## config.mk

```make
export PLATFORM = sky130hd
export DESIGN_NAME = bus_src_fifo
export DESIGN_NICKNAME = d
export VERILOG_FILES = /design/src/rtl/bus_fifo_pkg.sv /design/src/rtl/bus_fifo_ram.sv /design/src/rtl/bus_src_fifo.sv
export SDC_FILE = /design/constraint.sdc
export NUM_CORES = 1
export LEC_CHECK = 0
export CAP_MARGIN = 15
export CORE_MARGIN = 5
export CORE_UTILIZATION = 62
export CTS_CLUSTER_DIAMETER = 80
export CTS_CLUSTER_SIZE = 10
export DETAILED_ROUTE_END_ITERATION = 10
export PLACE_DENSITY = 0.86
export SYNTH_ARGS = -nofsm -noshare
export SYNTH_HDL_FRONTEND = slang
export SYNTH_SLANG_ARGS = --single-unit
```

## constraint.sdc

```tcl
create_clock -name clk -period 8.2 [get_ports clk]
set_input_delay 1.23 -clock clk [delete_from_list [all_inputs] [get_ports clk]]
set_output_delay 1.23 -clock clk [all_outputs]
set_load 0.02 [all_outputs]
```

## src/rtl/bus_fifo_pkg.sv

```systemverilog
// Shared definitions for the bus-side packet FIFOs (source FIFO now, sink monitor FIFO later).
// Packets carry their destination device ID in the top ID_W bits.
package bus_fifo_pkg;

  localparam int ID_W          = 8;
  localparam int DEFAULT_DEPTH = 8;
  localparam int DEFAULT_PTR_W = $clog2(DEFAULT_DEPTH);

  // Pointer and occupancy types for the default depth; count needs one extra bit to hold "full".
  typedef logic [DEFAULT_PTR_W-1:0] ptr_t;
  typedef logic [DEFAULT_PTR_W:0]   cnt_t;

  // Pointer width for an arbitrary depth, never narrower than one bit.
  function automatic int ptr_w(input int d);
    return (d < 2) ? 1 : $clog2(d);
  endfunction

  // Destination ID of a packet of pkt_w bits, passed in zero-extended to 64 bits.
  function automatic logic [ID_W-1:0] dest_of(input logic [63:0] pkt, input int pkt_w);
    return ID_W'(pkt >> (pkt_w - ID_W));
  endfunction

endpackage

```

## src/rtl/bus_fifo_ram.sv

```systemverilog
// Packet storage for the bus FIFOs: depth x width registers, one synchronous write port
// and one asynchronous read port. Contents are deliberately not reset.
module bus_fifo_ram #(
  parameter int width = 16,
  parameter int depth = 8,
  parameter int aw    = 3
) (
  input  logic             clk,
  input  logic             we,
  input  logic [aw-1:0]    waddr,
  input  logic [width-1:0] wdata,
  input  logic [aw-1:0]    raddr,
  output logic [width-1:0] rdata
);

  logic [width-1:0] mem [depth];

  // Store the incoming packet in the addressed slot on an accepted write.
  always_ff @(posedge clk) begin
    if (we) mem[waddr] <= wdata;
  end

  assign rdata = mem[raddr];

endmodule

```

## src/rtl/bus_src_fifo.sv

```systemverilog
// Per-device source FIFO feeding the bus generator/arbiter. The device pushes packets; the bus
// sees a first-word-fall-through head (pndng / D_pop) and consumes it with pop. Self-addressed
// packets and writes into a full FIFO (without a same-cycle pop) are rejected with a wr_err pulse.
// Optional: define BUS_SRC_FIFO_DROP_CNT_EN to add a saturating 16-bit rejected-write counter.
module bus_src_fifo
  import bus_fifo_pkg::*;
#(
  parameter int pckg_sz = 16,
  parameter int depth   = 8,
  parameter int id      = 0
) (
  input  logic                   clk,
  input  logic                   reset,
  input  logic                   wr_en,
  input  logic [pckg_sz-1:0]     wr_data,
  output logic                   full,
  output logic                   wr_err,
  output logic                   pndng,
  input  logic                   pop,
  output logic [pckg_sz-1:0]     D_pop,
  output logic [$clog2(depth):0] count
`ifdef BUS_SRC_FIFO_DROP_CNT_EN
  ,
  output logic [15:0]            drop_cnt
`endif
);

  localparam int PTR_W = ptr_w(depth);
  localparam int CNT_W = $clog2(depth) + 1;

  logic [PTR_W-1:0]   rd_ptr, wr_ptr;
  logic [CNT_W-1:0]   count_q, count_nxt;
  logic               full_q, pndng_q, wr_err_q;
  logic               pop_eff, dest_ok, room, wr_acc, wr_rej;
  logic [pckg_sz-1:0] rd_data;

  // Decide this cycle's pop and write acceptance; a pop frees a slot for a same-cycle write.
  always_comb begin
    pop_eff = pop & pndng_q;
    dest_ok = dest_of(64'(wr_data), pckg_sz) != ID_W'(id);
    room    = ~full_q | pop_eff;
    wr_acc  = wr_en & room & dest_ok;
    wr_rej  = wr_en & ~(room & dest_ok);
  end

  // Next occupancy: push+pop cancels out, otherwise step up or down.
  always_comb begin
    count_nxt = count_q;
    case ({wr_acc, pop_eff})
      2'b10:   count_nxt = count_q + CNT_W'(1);
      2'b01:   count_nxt = count_q - CNT_W'(1);
      default: count_nxt = count_q;
    endcase
  end

  // Pointer, occupancy and status registers; reset discards everything and ignores wr_en/pop.
  always_ff @(posedge clk) begin
    if (reset) begin
      rd_ptr   <= '0;
      wr_ptr   <= '0;
      count_q  <= '0;
      full_q   <= 1'b0;
      pndng_q  <= 1'b0;
      wr_err_q <= 1'b0;
    end else begin
      if (wr_acc)  wr_ptr <= wr_ptr + PTR_W'(1);
      if (pop_eff) rd_ptr <= rd_ptr + PTR_W'(1);
      count_q  <= count_nxt;
      full_q   <= (count_nxt == CNT_W'(depth));
      pndng_q  <= (count_nxt != '0);
      wr_err_q <= wr_rej;
    end
  end

  bus_fifo_ram #(
    .width (pckg_sz),
    .depth (depth),
    .aw    (PTR_W)
  ) u_ram (
    .clk   (clk),
    .we    (wr_acc & ~reset),
    .waddr (wr_ptr),
    .wdata (wr_data),
    .raddr (rd_ptr),
    .rdata (rd_data)
  );

`ifdef BUS_SRC_FIFO_DROP_CNT_EN
  // Count rejected writes in the rejection cycle, saturating instead of wrapping.
  always_ff @(posedge clk) begin
    if (reset)                          drop_cnt <= '0;
    else if (wr_rej && drop_cnt != '1)  drop_cnt <= drop_cnt + 16'd1;
  end
`endif

  assign full   = full_q;
  assign pndng  = pndng_q;
  assign wr_err = wr_err_q;
  assign count  = count_q;
  // Head is masked to zero while empty so stale memory never shows after reset or drain.
  assign D_pop  = pndng_q ? rd_data : '0;

endmodule

```

### Yosys cells after proc, flatten, opt, wreduce, memory -nomap -nowiden

Memories as Yosys holds them, arrays and structs flattened. A register that Yosys moved wholly into a read port is not among the register bits.
Cells that the tools add are included.

* bitwise gates (word level): 10
* reduce and logical (&&, ||, !) cells: 2
* eq/ne operators: 3
* mux-type cells: 6
* add/subtract/negate cells: 4

Operator list (count)
* 16-bit two-way mux: 1
* 4-bit one-hot mux with 2 select lines: 1
* 8-bit nonzero test: 1
* 3-bit by 1-bit adder with 3-bit output (second input constant): 2
* 1-bit bitwise AND: 6
* 3-bit two-way mux: 2
* 4-bit by 1-bit adder with 4-bit output (second input constant): 1
* 4-bit equality test (second input constant): 1
* 4-bit nonzero test: 1
* 4-bit by 1-bit subtractor with 4-bit output (second input constant): 1
* 1-bit NOT: 3
* 2-bit by 1-bit equality test with 1-bit output (second input constant): 1
* 2-bit equality test (second input constant): 1
* 1-bit two-way mux: 2
* 1-bit OR: 1

* output and inout port bits: 23
* memories kept: 1
* word-level logic and storage cells: 32
* register bits after elaboration: 13
* RAM bits: 128
* input port bits: 20

Memories
* u_ram.mem: depth 8, width 16, read ports 1, clocked after Yosys merged registers in 1, wr ports 1, RTL line bus_fifo_ram.sv:16 `logic [width-1:0] mem [depth];`

### Depth between registers and ports, before layout

Gate-level depths: netlist of run 1.

* depth after elaboration: 7
* mapped depth: 10
* mapped depth without buffers: 10

### Hierarchy

From an unflattened synthesis of run 1, not the netlist that was laid out.

* cell total of the unflattened synthesis: 289
* area, all modules: 5748.0 µm²

Modules (own cells, without submodules)
* bus_fifo_ram: cells each 198, instances 1, seq. area each 3843.7 µm², area an instance 4973.5 µm²
* bus_src_fifo: cells each 91, instances 1, seq. area each 260.2 µm², area an instance 774.5 µm²

### Worst setup path before layout of run 1

OpenSTA, ideal clock, no wires.

* kind: in2reg
* start point: in pop
* end point: mem u_ram.mem[3][0], enable pin
* required time: 7.787 ns
* path buffers: 0
* stages: 4
* arrival time: 3.041 ns
* setup slack: 4.746 ns
* library setup time: 0.413 ns
* path through: nand2_2 -> a22oi_2 -> nand4b_1 -> nor3b_1

* cells in the longest elaborated chain, start to end: 7

Ends and longest elaborated chain
* from (decl): RTL line bus_src_fifo.sv:19 `input logic pop,`
* 1-bit bitwise AND: RTL line bus_src_fifo.sv:39 `pop_eff = pop & pndng_q;`
* 1-bit OR: RTL line bus_src_fifo.sv:41 `room = ~full_q | pop_eff;`
* 1-bit bitwise AND (2 in a row): RTL line bus_src_fifo.sv:42 `wr_acc = wr_en & room & dest_ok;`
* 1-bit bitwise AND: RTL line bus_src_fifo.sv:81 `.we (wr_acc & ~reset),`
* 1-bit two-way mux: RTL line bus_fifo_ram.sv:20 `if (we) mem[waddr] <= wdata;`
* 1-bit two-way mux (implied by the code): RTL line bus_fifo_ram.sv:20
* to (decl): RTL line bus_fifo_ram.sv:16

Every way passes these cells.

==> results_dict.tcl, run 1 <==
set metrics [dict create \
    cts_root_buffer "clkbuf_8" \
    final_max_slew_viol_count 0 \
    timing.rr.end "full" \
    setup_viol 0 \
    ir_drop_uv 212 \
    leakage_uw 0.00220 \
    io_pins 43 \
    grt_usage_pct 21.5 \
    finalNetCount 368 \
    postCtsSetupBuffers 0 \
    initialDrtViolationCount 180 \
    cts_hold_buffers 0 \
    timing.setup.tns_ps 0 \
    cts_tree "yes" \
    clockBufferDepth 2 \
    seqPwrFrac_pct 44.2 \
    ys_types 40 \
    timing_worst_slew_pin_value_ps 1100 \
    switchingPower_uw 503 \
    rr_worst_depth 10 \
    syn_nets 316 \
    synth.largest_area_cell "edfxtp_1" \
    antenna_left 0 \
    wl_per_cell_um 24.0 \
    drc_errors 0 \
    synth.area.top_cells "edfxtp_1, mux4_2, dfxtp_1" \
    drive_gt1_share_pct 22.8 \
    fin_crit_sh_pct 49.6 \
    crit_end "D_pop[15]" \
    layout_commonest_cell "edfxtp_1" \
    firstDrtPassIters 4 \
    hp-class "reg2reg" \
    cp.required_ps 6970 \
    wl_um 11200 \
    dp_hpwl_um 6010 \
    intPower_uw 1480 \
    synth_seq_cells 144 \
    p_comb_share_pct 18.2 \
    die_w_um 107 \
    synth_area_per_cell_um2 19.9 \
    end_kind "output pin" \
    fin_worst_skew_ps 13.0 \
    ctsResizeCount 0 \
    reg2reg_slack_ps 4820 \
    place.gp.congestion 0.770 \
    holdWs_ps 505 \
    antenna_found_initial 0 \
    netlist.area_leader.share_pct 66.5 \
    status "complete, no violations" \
    clock-sinks 144 \
    critPathLaunchType "flop" \
    routed_via_density 6.18 \
    path_class "reg2out" \
    dpl.cell_count 435 \
    fin_crit_ps 4060 \
    grt_first_pass_wirelength_um 17600 \
    n_antenna_cell 0 \
    pwr-share-clk_pct 37.6 \
    worstPathMaxFanout 32 \
    dieArea_mm2 0.0114 \
    overflow 0 \
    async_reset_ff_share_pct 0 \
    power_density_mw_per_mm2 287 \
    rows 35 \
    port_buffers 42 \
    h-tree-depth 4 \
    swShare_pct 25.4 \
    finalHoldViolCount 0 \
    layout_common_cells "edfxtp_1, clkdlybuf4s50_1, mux4_2" \
    area_growth_pct 19.5 \
    start_util_pct 63.1 \
    yosysSeqAreaShare_pct 72.1 \
    rr_startpoint "pndng" \
    arrival_ps 2830 \
    synthCells 291 \
    vias 2887 \
    max_slew_margin_pct 26.7 \
    cap_violations 0 \
    synth_edf_count 128 \
    die_h_um 107 \
    synth.yosys.warnings 0 \
    core_area_mm2 0.00915 \
    max_freq_mhz 246 \
    layout.cells.non_filler 467 \
    clk_pin_slew_ps 60 \
    grt_max_degree 33 \
    grt_pass1_vias 3059 \
    numCtsBuffers 17 \
    rsz0062_at_grt "no" \
    clk_latency_ps 520 \
    syn_area_mm2 0.00578 \
    ys.flop_type "edfxtp_1" \
]
-- cell type report --
type	instances	area [um2]
Clock inverter	10	110
Clock buffer	22	473
Fill cell	488	2250
Tap cell	111	139
Inverter	3	11.3
Sequential cell	144	4170
Multi-Input combinational cell	131	1560
Timing Repair Buffer	46	450
-- layer usage --
metal	up-vias	share of wire, %	global-route usage, %	routed length, um
met5	-	0	0	0
met2	125	51	34.5	5760
met4	0	1.3	7.21	149
met3	10	6.8	5.95	758
li1	1278	-	-	-
met1	1474	41	28.9	4560
-- metrics by stage --
step / total power, uW / area (um2) / utilization, % / worst slack, ps
4_1_cts: 2000 / 6910 / 75.4 / 4070
3_5_place_dp: 1250 / 6320 / 69.1 / 4040
2_1_floorplan: 1120 / 5780 / - / 4750
6_report: 1980 / 6910 / 75.4 / 4140
5_1_grt: 2060 / 6910 / 75.4 / 3960
3_3_place_gp: 1240 / 6320 / 69.1 / 4170
-- cell families after synthesis --
kind of cell	after synthesis	synth area share (%)
AOI/OAI and AO/OA	13	1.99
xor gates and xnor gates	6	0.909
DFF	144	72.1
adders and majority gates	5	1.08
buffers and inverters	16	1.73
and+or+nand+nor	55	6.30
muxes	52	15.9
-- how the worst min path moves through the flow --
stage	end	from	slack, ps	cells after the start
3_5_place_dp	flop	rd_ptr[1]	490	2
5_1_grt	flop	rd_ptr[1]	550	2
3_3_place_gp	flop	rd_ptr[1]	460	2
2_1_floorplan	flop	rd_ptr[1]	450	2
4_1_cts	flop	rd_ptr[1]	510	2
6_report	flop	rd_ptr[1]	510	2
-- power groups by stage --
stage | combinational [uW] | sequential [uW] | clock, uW
after floorplan | 245 | 877 | 0
after global placement | 353 | 888 | 0
after detailed placement | 361 | 892 | 0
after CTS | 367 | 877 | 752
after global routing | 390 | 881 | 790
final | 361 | 877 | 746
-- critical path, stage by stage (launching register included) --
cell,delay [ps]
dfxtp_2,320
buf_4,530
mux4_2,600
mux2i_1,210
nor2b_1,90
clkdlybuf4s50_1,560
-- state kept, by name (all words and copies together) (netlist names), named ones only --
register   cells
u_ram.mem    128
count          4
rd_ptr         3
wr_ptr         3
full           1
pndng          1
wr_err         1
-- Yosys cell counts (all sizes together) (2+ instances only) --
cell type  count
a21oi          4
and3b          2
buf           11
clkbuf         2
dfxtp         16
edfxtp       128
ha             5
inv            3
mux2i         20
mux4          32
nand2          5
nand2b         3
nand4b         2
nor2          11
nor2b         17
nor3           2
nor3b          5
nor4           2
o21ai          2
xnor2          2
xor2           4
(Power assumes the default switching activity.)
==> run 2: changes to the inputs <==
CORE_UTILIZATION = 52   (was 62)
PLACE_DENSITY = 0.77   (was 0.86)
clock period = 3.7 ns   (was 8.2 ns; I/O delays follow)
==> run 2 against run 1 <==
Sequential share of layout area decreased by 0.83 points; die area grew 17%; count of clock-buffer cells in the layout decreased by 5; critical path depth unchanged; routed wire length fell by 4.6%; clock power up 110%; flip-flop and latch count unchanged; first-iteration DRC count grew 5.6%; largest power group unchanged; worst hold slack better by 16 ps.
==> results_dict.tcl, run 2 (synthesized netlist as in run 1, its figures left out) <==
set metrics [dict create \
    leakage_uw 0.00226 \
    grt_max_degree 33 \
    place.gp.congestion 0.767 \
    clock-sinks 144 \
    postCtsSetupBuffers 0 \
    nFillCells 730 \
    routed_via_density 5.59 \
    largest_reg_flops 128 \
    clockBufferDepth 2 \
    finalNetCount 380 \
    final_area_mm2 0.00700 \
    dp_hpwl_um 6440 \
    numCtsBuffers 17 \
    antenna_found_initial 0 \
    regMostFlops "u_ram.mem" \
    finalHoldViolCount 0 \
    holdWs_ps 521 \
    rows 38 \
    initialDrtViolationCount 190 \
    fin_crit_ps 3160 \
    critPathLaunchType "flop" \
    placed_area_mm2 0.00643 \
    timing.setup.tns_ps 0 \
    cts_hold_buffers 0 \
    timing.rr.end "full" \
    port_buffers 42 \
    max_slew_margin_pct 43.7 \
    antenna_left 0 \
    cts_root_buffer "clkbuf_8" \
    fin_util_pct 64.3 \
    fin_worst_skew_ps 6.64 \
    drive_gt1_share_pct 25.3 \
    fin_crit_sh_pct 85.3 \
    grt_usage_pct 17.8 \
    h-tree-depth 4 \
    max_freq_mhz 317 \
    final_max_slew_viol_count 0 \
    power_density_mw_per_mm2 621 \
    dpl.cell_count 476 \
    timing_worst_slew_pin_value_ps 841 \
    cp.required_ps 3140 \
    vias 2842 \
    overflow 0 \
    rsz0062_at_grt "no" \
    setup_viol 0 \
    end_kind "output pin" \
    wl_um 10700 \
    firstDrtPassIters 4 \
    cts_tree "yes" \
    wl_per_cell_um 21.1 \
    area_growth_pct 21.1 \
    rr_worst_depth 10 \
    dieArea_mm2 0.0133 \
    worstPathMaxFanout 28 \
    layout_common_cells "edfxtp_1, clkdlybuf4s50_1, mux4_2" \
    hp-class "reg2reg" \
    layout_commonest_cell "edfxtp_1" \
    path_class "reg2out" \
    n_antenna_cell 0 \
    drc_errors 0 \
    status "complete, no violations" \
    hold_depth 2 \
    grt_pass1_vias 3054 \
    grt_first_pass_wirelength_um 17200 \
    core_area_mm2 0.0109 \
    die_w_um 115 \
    clk_latency_ps 520 \
    start_util_pct 53.1 \
    ir_drop_uv 365 \
    die_h_um 115 \
    clk_pin_slew_ps 60 \
    reg2reg_slack_ps 1090 \
    rr_startpoint "pndng" \
    io_pins 43 \
    layout.cells.non_filler 508 \
    cap_violations 0 \
    hold_start "rd_ptr[1]" \
    ctsResizeCount 0 \
    arrival_ps 2600 \
]
run 2: cell count changes in the layout (fill, tap and decap cells not counted), sizes merged:
cell,before,now
buf,4,16
bufinv,2,1
clkbuf,22,17
inv,3,10
clkinvlp,4,3
run 2: power by group:
part / total, uW / internal [uW] / leakage, uW / switching [uW]
Clock: 1600 / 912 / 0.000270 / 688
Combinational: 846 / 437 / 0.000703 / 409
Sequential: 1900 / 1840 / 0.00129 / 65.5
Total: 4350 / 3180 / 0.00226 / 1160
run 2: metal layers:
layer / vias to the layer above / routed length, um / track usage (%) / part of all wire, %
li1: 1304 / - / - / -
met1: 1458 / 4800 / 24.3 / 45
met2: 72 / 5360 / 28.4 / 50
met3: 8 / 433 / 4.39 / 4.0
met4: 0 / 119 / 6.10 / 1.1
met5: - / 0 / 0 / 0
run 2: critical path, stage by stage, from the launching register on:
cell	delay, ps
dfxtp_2	440
buf_12	280
mux4_2	530
mux2i_1	220
nor2b_1	80
clkdlybuf4s50_1	540
run 2: worst max-delay path by stage:
stage / slack [ps] / start / depth (start not counted) / endpoint
floorplan: 880 / pndng / 4 / u_ram.mem[3][0]
global placement: 310 / wr_data[11] / 11 / pndng
detailed placement: 210 / wr_data[11] / 11 / full
CTS: 450 / flop / 5 / D_pop[4]
global route: 340 / flop / 5 / D_pop[4]
finish: 540 / flop / 5 / D_pop[4]
run 2: through the flow:
| step | total power (uW) | worst slack (ps) |
|---|---|---|
| 4_1_cts | 4390 | 454 |
| 5_1_grt | 4530 | 335 |
| 2_1_floorplan | 2490 | 876 |
| 3_3_place_gp | 2770 | 310 |
| 6_report | 4350 | 543 |
| 3_5_place_dp | 2790 | 207 |
run 2: layout make-up:
class	count	area [um2]	share of cell area [%]
Clock buffer	17	414	5.92
Clock inverter	15	150	2.15
Inverter	3	11.3	0.161
Multi-Input combinational cell	131	1530	21.9
Sequential cell	144	4170	59.5
Tap cell	140	175	2.50
Timing Repair Buffer	58	553	7.90
